--- src/rtl/oled_fb_scheduler.sv ---
// Purpose: arbitrates one single-port frame-buffer memory (ROWS x BYTES*8) between host
//          row writes and a row-by-row refresh scanner that streams bytes to the serializer.
// Latency: host write slot 1 cycle after grant; first stream byte 3 cycles after scan start.
//          Backpressure: px_ready=0 freezes px_valid/px_data; host writes still proceed during stalls.
// Ports:   clk/rst (sync, active high); wr_req/wr_row/wr_data/wr_ack host write port;
//          refresh_start/busy/frame_done scan control; mem_* memory strobes, address and data;
//          px_valid/px_data/px_last/px_ready byte stream.
module oled_fb_scheduler #(
  parameter int ROWS   = 8,
  parameter int ADDR_W = 3,
  parameter int BYTES  = 12
) (
  input  logic                    clk,
  input  logic                    rst,
  input  logic                    wr_req,
  input  logic [ADDR_W-1:0]       wr_row,
  input  logic [BYTES-1:0][7:0]   wr_data,
  output logic                    wr_ack,
  input  logic                    refresh_start,
  output logic                    busy,
  output logic                    mem_CS_bar,
  output logic                    mem_WE_bar,
  output logic [ADDR_W-1:0]       mem_Address,
  output logic [BYTES-1:0][7:0]   mem_DataIn,
  input  logic [BYTES-1:0][7:0]   mem_DataOut,
  output logic                    px_valid,
  output logic [7:0]              px_data,
  output logic                    px_last,
  input  logic                    px_ready,
  output logic                    frame_done
);

  localparam int IDX_W = $clog2(BYTES);
  localparam logic [ADDR_W-1:0] LAST_ROW = ADDR_W'(ROWS - 1);
  localparam logic [IDX_W-1:0]  LAST_IDX = IDX_W'(BYTES - 1);

  typedef enum logic [1:0] {IDLE, RD_ISSUE, RD_CAPTURE, STREAM} state_t;

  state_t                  state_q, state_d;
  logic [ADDR_W-1:0]       row_q, row_d;
  logic [IDX_W-1:0]        idx_q, idx_d;
  logic                    pending_q, pending_d;
  logic [BYTES-1:0][7:0]   rowbuf_q, rowbuf_d;
  logic                    cs_bar_q, cs_bar_d;
  logic                    we_bar_q, we_bar_d;
  logic [ADDR_W-1:0]       addr_q, addr_d;
  logic [BYTES-1:0][7:0]   din_q, din_d;
  logic                    wr_ack_q, wr_ack_d;
  logic                    frame_done_q, frame_done_d;

  logic hs;
  logic last_hs;
  logic grant;
  logic scan_start;

  assign hs       = (state_q == STREAM) && px_ready;
  assign last_hs  = hs && (idx_q == LAST_IDX);
  // No grant in the ack cycle, and none on the cycle that moves to RD_ISSUE, so the
  // registered write slot can never land on a read strobe.
  assign grant    = wr_req && !wr_ack_q &&
                    ((state_q == IDLE) || ((state_q == STREAM) && !last_hs));
  // Writes win: a scan waits for the first IDLE cycle without a grant.
  assign scan_start = (state_q == IDLE) && !grant && (refresh_start || pending_q);

  always_comb begin
    state_d      = state_q;
    row_d        = row_q;
    idx_d        = idx_q;
    pending_d    = pending_q;
    rowbuf_d     = rowbuf_q;
    cs_bar_d     = 1'b1;
    we_bar_d     = 1'b1;
    addr_d       = addr_q;
    din_d        = din_q;
    wr_ack_d     = 1'b0;
    frame_done_d = 1'b0;

    case (state_q)
      IDLE: begin
        if (scan_start) begin
          row_d   = '0;
          state_d = RD_ISSUE;
        end
      end
      RD_ISSUE: state_d = RD_CAPTURE;
      RD_CAPTURE: begin
        rowbuf_d = mem_DataOut;
        idx_d    = '0;
        state_d  = STREAM;
      end
      STREAM: begin
        if (hs) begin
          if (idx_q == LAST_IDX) begin
            if (row_q == LAST_ROW) begin
              state_d      = IDLE;
              frame_done_d = 1'b1;
            end else begin
              row_d   = row_q + 1'b1;
              state_d = RD_ISSUE;
            end
          end else begin
            idx_d = idx_q + 1'b1;
          end
        end
      end
      default: state_d = IDLE;
    endcase

    // Any number of requests during a frame collapse into one extra frame.
    if (scan_start) begin
      pending_d = 1'b0;
    end else if (refresh_start) begin
      pending_d = 1'b1;
    end

    // Memory strobes are registered: they are asserted in the cycle after the decision.
    if (grant) begin
      cs_bar_d = 1'b0;
      we_bar_d = 1'b0;
      addr_d   = wr_row;
      din_d    = wr_data;
      wr_ack_d = 1'b1;
    end else if (state_d == RD_ISSUE) begin
      cs_bar_d = 1'b0;
      addr_d   = row_d;
    end
  end

  always_ff @(posedge clk) begin
    if (rst) begin
      state_q      <= IDLE;
      row_q        <= '0;
      idx_q        <= '0;
      pending_q    <= 1'b0;
      rowbuf_q     <= '0;
      cs_bar_q     <= 1'b1;
      we_bar_q     <= 1'b1;
      addr_q       <= '0;
      din_q        <= '0;
      wr_ack_q     <= 1'b0;
      frame_done_q <= 1'b0;
    end else begin
      state_q      <= state_d;
      row_q        <= row_d;
      idx_q        <= idx_d;
      pending_q    <= pending_d;
      rowbuf_q     <= rowbuf_d;
      cs_bar_q     <= cs_bar_d;
      we_bar_q     <= we_bar_d;
      addr_q       <= addr_d;
      din_q        <= din_d;
      wr_ack_q     <= wr_ack_d;
      frame_done_q <= frame_done_d;
    end
  end

  assign mem_CS_bar  = cs_bar_q;
  assign mem_WE_bar  = we_bar_q;
  assign mem_Address = addr_q;
  assign mem_DataIn  = din_q;
  assign wr_ack      = wr_ack_q;
  assign frame_done  = frame_done_q;
  assign busy        = (state_q != IDLE);
  assign px_valid    = (state_q == STREAM);
  assign px_data     = rowbuf_q[idx_q];
  assign px_last     = (state_q == STREAM) && (row_q == LAST_ROW) && (idx_q == LAST_IDX);

endmodule

--- config.mk ---
export PLATFORM = sky130hd
export DESIGN_NAME = oled_fb_scheduler
export DESIGN_NICKNAME = d
export VERILOG_FILES = /design/src/rtl/oled_fb_scheduler.sv
export SDC_FILE = /design/constraint.sdc
export NUM_CORES = 1
export LEC_CHECK = 0
export CAP_MARGIN = 20
export CORE_ASPECT_RATIO = 0.75
export CORE_UTILIZATION = 48
export DETAILED_ROUTE_END_ITERATION = 8
export PLACE_DENSITY = 0.95
export REMOVE_ABC_BUFFERS = 1
export SYNTH_ARGS = -nofsm -noshare
export SYNTH_HDL_FRONTEND = slang
export SYNTH_SLANG_ARGS = --single-unit
--- constraint.sdc ---
create_clock -name clk -period 2.9 [get_ports clk]
set_input_delay 0.29 -clock clk [delete_from_list [all_inputs] [get_ports clk]]
set_output_delay 0.29 -clock clk [all_outputs]
set_load 0.03 [all_outputs]
# After elaboration in Yosys (flattened, before gate mapping)
# Index checks and enable logic that the tools add are counted.
[totals]
wordCells = 90
inputBits = 200
ramBits = 0
mem_bits_ro = 0
latch_bits = 0
output_inout_bits = 114
reg_bits = 209
memories = 0
[classes]
bitwise_logic = 3
addsub = 2
n_shift = 0
reduce_logical = 21
div = 0
mux = 22
magnitude_cmp = 1
mul = 0
eq_ne = 8
[op_table]
columns = ["operator", "count"]
rows = [
  ["8-bit binary-select mux with 4-bit select", 1],
  ["3-bit two-way mux", 6],
  ["1-bit logical AND", 9],
  ["4-bit two-way mux", 2],
  ["8-bit two-way mux", 1],
  ["2-bit case mux with 4 select lines", 1],
  ["4-bit case mux with 2 select lines", 1],
  ["1-bit two-way mux", 6],
  ["2-bit two-way mux", 3],
  ["3-bit case mux with 2 select lines", 1],
  ["2-bit nonzero test", 3],
  ["4-bit by 5-bit < comparator with 1-bit output, second input constant", 1],
  ["4-bit by 1-bit adder with 4-bit output, second input constant", 1],
  ["2-bit by 1-bit == test with 1-bit output, second input constant", 2],
  ["2-bit == test, second input constant", 2],
  ["4-bit == test, second input constant", 1],
  ["4-bit OR reduction", 1],
  ["3-bit by 1-bit adder with 3-bit output, second input constant", 1],
  ["3-bit == test, second input constant", 1],
  ["1-bit zero test", 3],
  ["1-bit inverter", 3],
  ["3-bit AND reduction", 1],
  ["2-bit zero test", 1],
  ["1-bit logical OR", 2],
  ["other kinds (3)", 3],
]

# Longest topological paths before layout
# Gate-level depths: netlist (run 1).
[logic_depth]
depth_word = 15
ltp_mapped = 9
depth_no_buf = 7

# Worst setup path after synthesis (run 1)
# Ideal clock, no wire load.
[synth_timing]
path_kind = "reg2reg"
startpoint = "register state_q[0]"
endpoint = "register addr_q[1] (netlist: mem_Address[1])"
n_path_buf = 1
required_time_ns = 2.785
setup_slack_ns = 0.842
path_stages_with_launch = 8
arrival_time_ns = 1.943
setup_time_ns = 0.115
synth_period_minus_slack_ns = 2.058
cell_sequence = "dfxtp_1 -> ha_1 -> buf_2 -> inv_1 -> o31ai_1 -> o211ai_2 -> a211o_1 -> a31o_1"
[synth_between]
elab_chain_len = 14
word_cells_on_any_way = 24
cone_classes = "4 x eq/ne; 9 x mux; 11 x reduce/logical"
[synth_rtl]
columns = ["element", "line_no", "text"]
rows = [
  ["from (decl)", "39", "state_t state_q, state_d;"],
  ["from (signal assigned)", "143", "state_q <= state_d;"],
  ["2-bit == test *", "n/a", ""],
  ["named net px_valid", "26", "output logic px_valid,"],
  ["1-bit logical AND", "56", "assign hs = (state_q == STREAM) && px_ready;"],
  ["1-bit logical AND", "57", "assign last_hs = hs && (idx_q == LAST_IDX);"],
  ["1-bit zero test", "61", "((state_q == IDLE) || ((state_q == STREAM) && !last_hs));"],
  ["1-bit logical AND", "61", ""],
  ["1-bit logical OR", "61", ""],
  ["1-bit logical AND", "60", "assign grant = wr_req && !wr_ack_q &&"],
  ["1-bit zero test", "63", "assign scan_start = (state_q == IDLE) && !grant && (refresh_start || pending_q);"],
  ["1-bit logical AND (2 in series)", "63", ""],
  ["2-bit two-way mux or 3-bit two-way mux (tied branches)", "80", "if (scan_start) begin"],
  ["2-bit case mux with 4 select lines or 3-bit case mux with 2 select lines (tied branches)", "78", "case (state_q)"],
  ["2-bit by 1-bit == test with 1-bit output or 3-bit two-way mux (tied branches)", "123", "end else if (state_d == RD_ISSUE) begin"],
  ["2-bit nonzero test (no source line) or 3-bit two-way mux (tied branches)", "n/a", ""],
  ["to (signal assigned)", "150", "addr_q <= addr_d;"],
  ["to (decl)", "46", "logic [ADDR_W-1:0] addr_q, addr_d;"],
]
# Mark *: on every way through the listed nets, which the timed path passes. The rest lies on a longest branch. The select of a mux whose other input is x is not followed.
# A chain may end at the register's enable or synchronous reset.

# Worst setup path in the final report (run 1)
[layout_timing]
startpoint = "register idx_q[0]"
endpoint = "output port px_data[0]"
[layout_between]
elab_chain_len = 2
[layout_rtl]
columns = ["element", "line_no", "text"]
rows = [
  ["from (decl)", "41", "logic [IDX_W-1:0] idx_q, idx_d;"],
  ["from (signal assigned)", "145", "idx_q <= idx_d;"],
  ["8-bit binary-select mux with 4-bit select", "165", "assign px_data = rowbuf_q[idx_q];"],
  ["8-bit two-way mux (not written as such)", "165", ""],
  ["to (decl)", "27", "output logic [7:0] px_data,"],
]
# No other way between the ends. The select of a mux whose other input is x is not followed.

==> run_summary.xml, run 1 <==
<?xml version="1.0" encoding="UTF-8"?>
<metrics>
  <group name="run_status">
    <metric name="outcome" unit="">finished, final reports clean</metric>
  </group>
  <group name="worst_setup_path">
    <metric name="setup.worst_path.start_class" unit="">flip-flop</metric>
    <metric name="setup.worst_path.end_class" unit="">primary output</metric>
    <metric name="critical_path_peak_fanout" unit="">20</metric>
    <metric name="data_required_time_at_the_worst_endpoint" unit="ps">2610</metric>
    <metric name="timing_worst_setup_path_type" unit="">reg2out</metric>
    <metric name="worst_ep_arrival_time" unit="ps">2490</metric>
  </group>
  <group name="routing">
    <metric name="detail_route.first_pass.iterations" unit="">4</metric>
    <metric name="final_antenna_net_count" unit="">0</metric>
    <metric name="drcViolationCount" unit="">0</metric>
    <metric name="routed_via_density" unit="">5.27</metric>
    <metric name="finalWirelength" unit="mm">24.0</metric>
    <metric name="first_iter_violations" unit="">499</metric>
    <metric name="post_drt_wl_per_cell" unit="um">17.3</metric>
    <metric name="detailroute.via_count" unit="">7314</metric>
  </group>
  <group name="finish">
    <metric name="final_design_area_no_fill" unit="sq um">12200</metric>
    <metric name="finish.net_count" unit="">1370</metric>
    <metric name="layout.cells.most_common" unit="">sky130_fd_sc_hd__clkdlybuf4s50_1</metric>
    <metric name="layout-area-overhead-vs-synth" unit="%">47.3</metric>
    <metric name="final_layout_size_suffix_gt1_share" unit="%">6.39</metric>
    <metric name="utilization" unit="%">72.3</metric>
    <metric name="most-common-layout-cells" unit="">sky130_fd_sc_hd__clkdlybuf4s50_1 (311), sky130_fd_sc_hd__dfxtp_1 (208), sky130_fd_sc_hd__nand2_1 (201), sky130_fd_sc_hd__nor2_1 (108), sky130_fd_sc_hd__mux2i_1 (105)</metric>
  </group>
  <group name="global_route">
    <metric name="first_global_vias" unit="">6997</metric>
    <metric name="grt_pass1_wl" unit="mm">35.9</metric>
    <metric name="grt.total_usage" unit="%">25.2</metric>
    <metric name="number_of_antenna_violations_at_the_first_check_in_global_routing" unit="">1</metric>
    <metric name="largest_net_degree_at_the_start_of_global_routing" unit="">113</metric>
    <metric name="overflow" unit="">0</metric>
  </group>
  <group name="clocking">
    <metric name="cts_sinks" unit="">209</metric>
    <metric name="clock_tree_from_tritoncts" unit="">built</metric>
    <metric name="clk_transition_reported_paths" unit="ps">60</metric>
    <metric name="max-clock-path-buffers" unit="">3</metric>
    <metric name="holdBufCountCts" unit="">0</metric>
    <metric name="cts_made_buffers" unit="">21</metric>
    <metric name="clock_latency" unit="ps">480</metric>
    <metric name="htree_num_levels" unit="">1</metric>
    <metric name="cts.repair_timing.setup_buffer_count" unit="">0</metric>
    <metric name="clock-root-buffer" unit="">sky130_fd_sc_hd__clkbuf_16</metric>
  </group>
  <group name="floorplanning">
    <metric name="die_area" unit="sq um">17700</metric>
    <metric name="floorplan.io_pins" unit="">314</metric>
    <metric name="floorplan.die.width" unit="um">153</metric>
    <metric name="floorplan.initialDensity" unit="%">49.1</metric>
    <metric name="core_box_area" unit="sq um">16800</metric>
    <metric name="rows" unit="">41</metric>
    <metric name="die-height" unit="um">116</metric>
  </group>
  <group name="synth">
    <metric name="synth_seq_area_share" unit="%">50.7</metric>
    <metric name="synth_seq_cells" unit="">209</metric>
    <metric name="post_synth_num_cell_types" unit="">44</metric>
    <metric name="syn_warnings" unit="">0</metric>
    <metric name="post_synth.cell_area_avg" unit="sq um">9.34</metric>
    <metric name="synthesis.area" unit="sq um">8260</metric>
    <metric name="syn_inst" unit="">884</metric>
  </group>
  <group name="placed_design">
    <metric name="dp_hpwl" unit="mm">16.5</metric>
    <metric name="place.port_buffers" unit="">313</metric>
    <metric name="place_congestion" unit="">0.856</metric>
    <metric name="placed_cell_area" unit="sq um">11500</metric>
  </group>
  <group name="sta">
    <metric name="timing.final.crit_period" unit="ps">2780</metric>
    <metric name="clock-skew-final" unit="ps">11.0</metric>
    <metric name="timing.max_slew.rel_slack" unit="%">53.2</metric>
    <metric name="grt_setup_unrepaired" unit="">false</metric>
    <metric name="final-hold-violation-count" unit="">0</metric>
    <metric name="slew_violations" unit="">0</metric>
    <metric name="worst-slew-pin-transition" unit="ps">702</metric>
    <metric name="final.period_utilization" unit="%">95.9</metric>
    <metric name="report.final.setup_viol" unit="">0</metric>
    <metric name="clock.fmax" unit="GHz">0.360</metric>
  </group>
  <group name="hold_path">
    <metric name="timing.hold.worst.class" unit="">in2reg</metric>
  </group>
  <group name="power_and_ir_drop">
    <metric name="peakVddDrop" unit="mV">0.638</metric>
    <metric name="leakage" unit="nW">4.43</metric>
    <metric name="report.power.total" unit="mW">9.92</metric>
    <metric name="cell_pwr_density" unit="nW/um^2">816</metric>
  </group>
  <group name="run">
    <metric name="cap_viol_max_count" unit="">0</metric>
  </group>
</metrics>
-- where the power goes --
part	total [mW]	switching, mW	internal (mW)
clock network	2.57	1.07	1.50
logic	3.63	2.06	1.57
registers	3.73	0.306	3.42
-- layout make-up --
type                    count  area (sq um)
diodes                      1          2.50
clock buffers              27           588
clock inverters             4          47.5
fillers                  1161          4660
inverters                  15          56.3
multi-input cells         595          3740
flip-flops and latches    209          4190
well taps                 215           269
repair buffers            323          3270
-- through the flow --
| step | std cells | setup slack [ps] | TNS (ps) | hold WS (ps) |
|---|---|---|---|---|
| floorplan | 819 | -2080 | -274280 | 359 |
| global placement | 1357 | 654 | 0 | 440 |
| detailed placement | 1357 | 594 | 0 | 446 |
| CTS | 1388 | 71.7 | 0 | 216 |
| global route | 1389 | 9.12 | 0 | 239 |
| finish | 1389 | 120 | 0 | 227 |
-- cells in the mapped netlist, drive strengths merged --
master  number  area [sq um]
dfxtp      209          4180
nand2      201           754
nor2       108           405
mux2i      105          1050
a21oi      100           504
buf         36           185
clkbuf      29           109
mux4        24           541
inv         15          56.3
o22ai        8          50.1
ha           5          62.6
a211oi       4          35.0
nand2b       4          25.0
nor2b        3          18.8
nor4         3          25.0
o21ai        3          15.0
a21o         2          15.0
and2         2          12.5
and3b        2          17.5
mux2         2          22.5
o211ai       2          20.0
o31ai        2          15.0
a211o        1          8.76
a21boi       1          7.51
a311oi       1          8.76
a31o         1          8.76
a31oi        1          6.26
a32oi        1          8.76
a41oi        1          8.76
and3         1          6.26
and4b        1          10.0
nand3b       1          7.51
nand4        1          6.26
nand4b       1          23.8
nor3         1          5.00
o21a         1          7.51
xor2         1          8.76
-- logic make-up after synthesis --
kind of cell / count (synthesis) / share of synthesized area, %
buffers and inverters: 80 / 4.24
XOR/XNOR: 1 / 0.106
multiplexers: 131 / 19.5
AO/OA/AOI/OAI: 129 / 8.71
AND/OR/NAND/NOR: 329 / 16.0
flip-flops: 209 / 50.7
adder cells (fa/ha/maj): 5 / 0.758
-- sequential cells by signal, summed over array words and instances, names as in the netlist, 2 cells and up --
name and cells:
idx_q 4, state_q 2, rowbuf_q 96, mem_Address 3
row_q 3, mem_DataIn 96
-- metal layers --
| layer | track usage, % | wire length [um] | vias up |
|---|---|---|---|
| met3 | 5.50 | 1400 | 57 |
| met5 | 0 | 0 | - |
| li1 | - | - | 3536 |
| met1 | 30.7 | 9890 | 3485 |
| met2 | 44.2 | 11800 | 236 |
| met4 | 10.1 | 837 | 0 |
-- path summary, 6_finish.rpt --
kind                                    start                           to  slack [ps]  cells after the start
setup reg to reg        state_q[1]$_SDFF_PP0_  mem_DataIn[22]$_SDFFE_PP0P_         600                      6
setup / recovery        idx_q[0]$_SDFFE_PP0P_                   px_data[0]         120                      5
hold / removal                            rst  mem_DataIn[28]$_SDFFE_PP0P_         230                      2
hold reg to reg   mem_DataIn[81]$_SDFFE_PP0P_  mem_DataIn[81]$_SDFFE_PP0P_         450                      2
-- worst max-delay path, stage by stage, from the launching register on --
cell,delay [ps]
sky130_fd_sc_hd__dfxtp_2,350
sky130_fd_sc_hd__buf_12,200
sky130_fd_sc_hd__mux4_2,510
sky130_fd_sc_hd__mux2i_1,200
sky130_fd_sc_hd__o22ai_1,110
sky130_fd_sc_hd__clkdlybuf4s50_1,630
-- timing repair --
item,4_1_cts,5_1_grt
resized for setup,0,1
endpoints found under the hold margin,0,0
setup endpoints to repair,0,1
No activity file was read; power rests on OpenSTA's default activity.
==> run 2: changes to the inputs <==
CORE_ASPECT_RATIO = 0.9   (was 0.75)
==> run_summary.xml, run 2 (synthesis results as in run 1) <==
<?xml version="1.0" encoding="UTF-8"?>
<metrics>
  <group name="placed_design">
    <metric name="place_congestion" unit="">0.855</metric>
    <metric name="place.port_buffers" unit="">313</metric>
    <metric name="dp_hpwl" unit="mm">16.7</metric>
    <metric name="detailedPlace.worstSlack" unit="ps">438</metric>
  </group>
  <group name="hold_path">
    <metric name="holdCritStartpoint" unit="">rst</metric>
    <metric name="timing.hold.worst_endpoint" unit="">row_q[0]$_SDFF_PP0_</metric>
    <metric name="timing.hold.worst.class" unit="">in2reg</metric>
    <metric name="hold_depth" unit="">2</metric>
  </group>
  <group name="global_route">
    <metric name="first_global_vias" unit="">7495</metric>
    <metric name="number_of_antenna_violations_at_the_first_check_in_global_routing" unit="">2</metric>
    <metric name="grt.total_usage" unit="%">26.8</metric>
    <metric name="largest_net_degree_at_the_start_of_global_routing" unit="">133</metric>
    <metric name="gr-usage-met2" unit="%">47.1</metric>
    <metric name="gr-usage-met3" unit="%">9.06</metric>
    <metric name="overflow" unit="">0</metric>
    <metric name="grt_pass1_wl" unit="mm">37.7</metric>
    <metric name="global_route.usage.met1" unit="%">29.4</metric>
    <metric name="grt_most_used_layer" unit="">met2</metric>
  </group>
  <group name="routing">
    <metric name="first_iter_violations" unit="">385</metric>
    <metric name="finalWirelength" unit="mm">24.5</metric>
    <metric name="post_drt_wl_per_cell" unit="um">17.6</metric>
    <metric name="detail_route.first_pass.iterations" unit="">5</metric>
    <metric name="routed_via_density" unit="">5.28</metric>
    <metric name="final_antenna_net_count" unit="">0</metric>
    <metric name="detailroute.via_count" unit="">7354</metric>
    <metric name="drcViolationCount" unit="">0</metric>
  </group>
  <group name="floorplanning">
    <metric name="die_area" unit="sq um">17700</metric>
    <metric name="floorplan.initialDensity" unit="%">49.0</metric>
    <metric name="rows" unit="">45</metric>
    <metric name="core_box_area" unit="sq um">16800</metric>
    <metric name="die-height" unit="um">126</metric>
    <metric name="floorplan.io_pins" unit="">314</metric>
    <metric name="floorplan.die.width" unit="um">140</metric>
  </group>
  <group name="worst_setup_path">
    <metric name="path_delay_family" unit="">buffers and inverters</metric>
    <metric name="data_required_time_at_the_worst_endpoint" unit="ps">2610</metric>
    <metric name="setup.worst_path.end_class" unit="">primary output</metric>
    <metric name="ff2ff_setup_slack" unit="ps">370</metric>
    <metric name="worst_ep_arrival_time" unit="ps">2430</metric>
    <metric name="rr_endpoint" unit="">mem_DataIn[41]$_SDFFE_PP0P_</metric>
    <metric name="critical_path_peak_fanout" unit="">21</metric>
    <metric name="rr_startpoint" unit="">state_q[1]$_SDFF_PP0_</metric>
    <metric name="slowest_cell_on_crit_path" unit="">sky130_fd_sc_hd__clkdlybuf4s50_1</metric>
    <metric name="reg2reg_depth" unit="">6</metric>
    <metric name="timing_worst_setup_path_type" unit="">reg2out</metric>
    <metric name="critical-path-max-stage-delay" unit="ps">620</metric>
    <metric name="crit_path_cell_trace" unit="">buf_12 -&gt; mux4_2 -&gt; inv_1 -&gt; o22ai_1 -&gt; clkdlybuf4s50_1</metric>
    <metric name="setup.worst_path.start_class" unit="">flip-flop</metric>
    <metric name="critical_path_buf_inv_count" unit="">3</metric>
  </group>
  <group name="power_and_ir_drop">
    <metric name="cell_pwr_density" unit="nW/um^2">830</metric>
    <metric name="leakage" unit="nW">4.56</metric>
    <metric name="peakVddDrop" unit="mV">0.590</metric>
  </group>
  <group name="clocking">
    <metric name="htree_num_levels" unit="">1</metric>
    <metric name="clk_transition_reported_paths" unit="ps">60</metric>
    <metric name="clock_latency" unit="ps">500</metric>
    <metric name="clock-root-buffer" unit="">sky130_fd_sc_hd__clkbuf_16</metric>
    <metric name="cts_sinks" unit="">209</metric>
    <metric name="cts_made_buffers" unit="">22</metric>
    <metric name="clock_tree_from_tritoncts" unit="">built</metric>
    <metric name="max-clock-path-buffers" unit="">3</metric>
    <metric name="cts.repair_timing.setup_buffer_count" unit="">0</metric>
  </group>
  <group name="sta">
    <metric name="grt_setup_unrepaired" unit="">false</metric>
    <metric name="setup-tns-final" unit="ps">0</metric>
    <metric name="finalWorstSetupSlack" unit="ps">179</metric>
    <metric name="final-hold-violation-count" unit="">0</metric>
    <metric name="clock-skew-final" unit="ps">10.7</metric>
    <metric name="report.final.setup_viol" unit="">0</metric>
    <metric name="clock.fmax" unit="GHz">0.367</metric>
    <metric name="worst-slew-pin-transition" unit="ps">979</metric>
    <metric name="slew_violations" unit="">0</metric>
    <metric name="timing.max_slew.rel_slack" unit="%">34.8</metric>
    <metric name="final.period_utilization" unit="%">93.8</metric>
    <metric name="timing.final.crit_period" unit="ps">2720</metric>
  </group>
  <group name="finish">
    <metric name="final_layout_size_suffix_gt1_share" unit="%">7.11</metric>
    <metric name="utilization" unit="%">72.9</metric>
    <metric name="layout.cells.most_common" unit="">sky130_fd_sc_hd__clkdlybuf4s50_1</metric>
    <metric name="finish.net_count" unit="">1371</metric>
    <metric name="layout-area-overhead-vs-synth" unit="%">48.6</metric>
    <metric name="most-common-layout-cells" unit="">sky130_fd_sc_hd__clkdlybuf4s50_1 (305), sky130_fd_sc_hd__dfxtp_1 (207), sky130_fd_sc_hd__nand2_1 (201), sky130_fd_sc_hd__nor2_1 (108), sky130_fd_sc_hd__mux2i_1 (105)</metric>
  </group>
  <group name="run_status">
    <metric name="outcome" unit="">finished, final reports clean</metric>
  </group>
  <group name="run">
    <metric name="cap_viol_max_count" unit="">0</metric>
  </group>
</metrics>
## run 2: what timing repair did
action	4_1_cts	5_1_grt
hold buffers	0	0
resized for setup	1	5
endpoints found under the setup margin	4	5
## run 2: worst max path at each step
| stage | startpoint | endpoint | depth (start not counted) |
|---|---|---|---|
| 5_1_grt | idx_q[2]$_SDFFE_PP0P_ | px_data[5] | 3 |
| 3_3_place_gp | idx_q[0]$_SDFFE_PP0P_ | px_data[3] | 5 |
| 6_report | idx_q[1]$_SDFFE_PP0P_ | px_data[5] | 5 |
| 3_5_place_dp | idx_q[0]$_SDFFE_PP0P_ | px_data[4] | 5 |
| 4_1_cts | idx_q[0]$_SDFFE_PP0P_ | px_data[4] | 5 |
| 2_1_floorplan | state_q[0]$_SDFF_PP0_ | mem_Address[1]$_SDFFE_PP0P_ | 7 |
## run 2: worst reg2reg max path, cell delays in order, from the launching register on
cell and delay (ps):
sky130_fd_sc_hd__dfxtp_1 410, sky130_fd_sc_hd__ha_1 420, sky130_fd_sc_hd__and3b_1 310, sky130_fd_sc_hd__a21o_4 150, sky130_fd_sc_hd__buf_4 710, sky130_fd_sc_hd__nand2_1 220, sky130_fd_sc_hd__a21oi_1 210
## run 2: layer usage
metal | share of wire (%) | vias to the layer above
met5 | 0 | -
met4 | 4.6 | 0
met3 | 9.0 | 78
met2 | 48 | 292
met1 | 38 | 3441
li1 | - | 3543
## run 2: final cells by class
cell class              instances  area, sq um
diodes                          2         5.00
clock buffers                  34          687
clock inverters                 5         53.8
fillers                      1139         4570
inverters                      15         56.3
multi-input cells             595         3750
flip-flops and latches        209         4190
well taps                     211          264
repair buffers                323         3260
## run 2: through the flow
step	hold slack [ps]	total power, mW	std cells	area, sq um
final	84.0	10.2	1394	12300
after detailed placement	446	7.35	1353	11500
after global placement	441	7.23	1353	11500
after floorplan	359	6.06	819	7960
after global routing	84.9	10.7	1393	12300
after CTS	70.2	10.2	1392	12300
## run 2: power breakdown
part	total [mW]	switching (mW)	internal, mW	leakage, nW
Combinational	3.61	2.06	1.55	2.49
Clock	2.85	1.13	1.72	0.369
Sequential	3.73	0.303	3.42	1.71
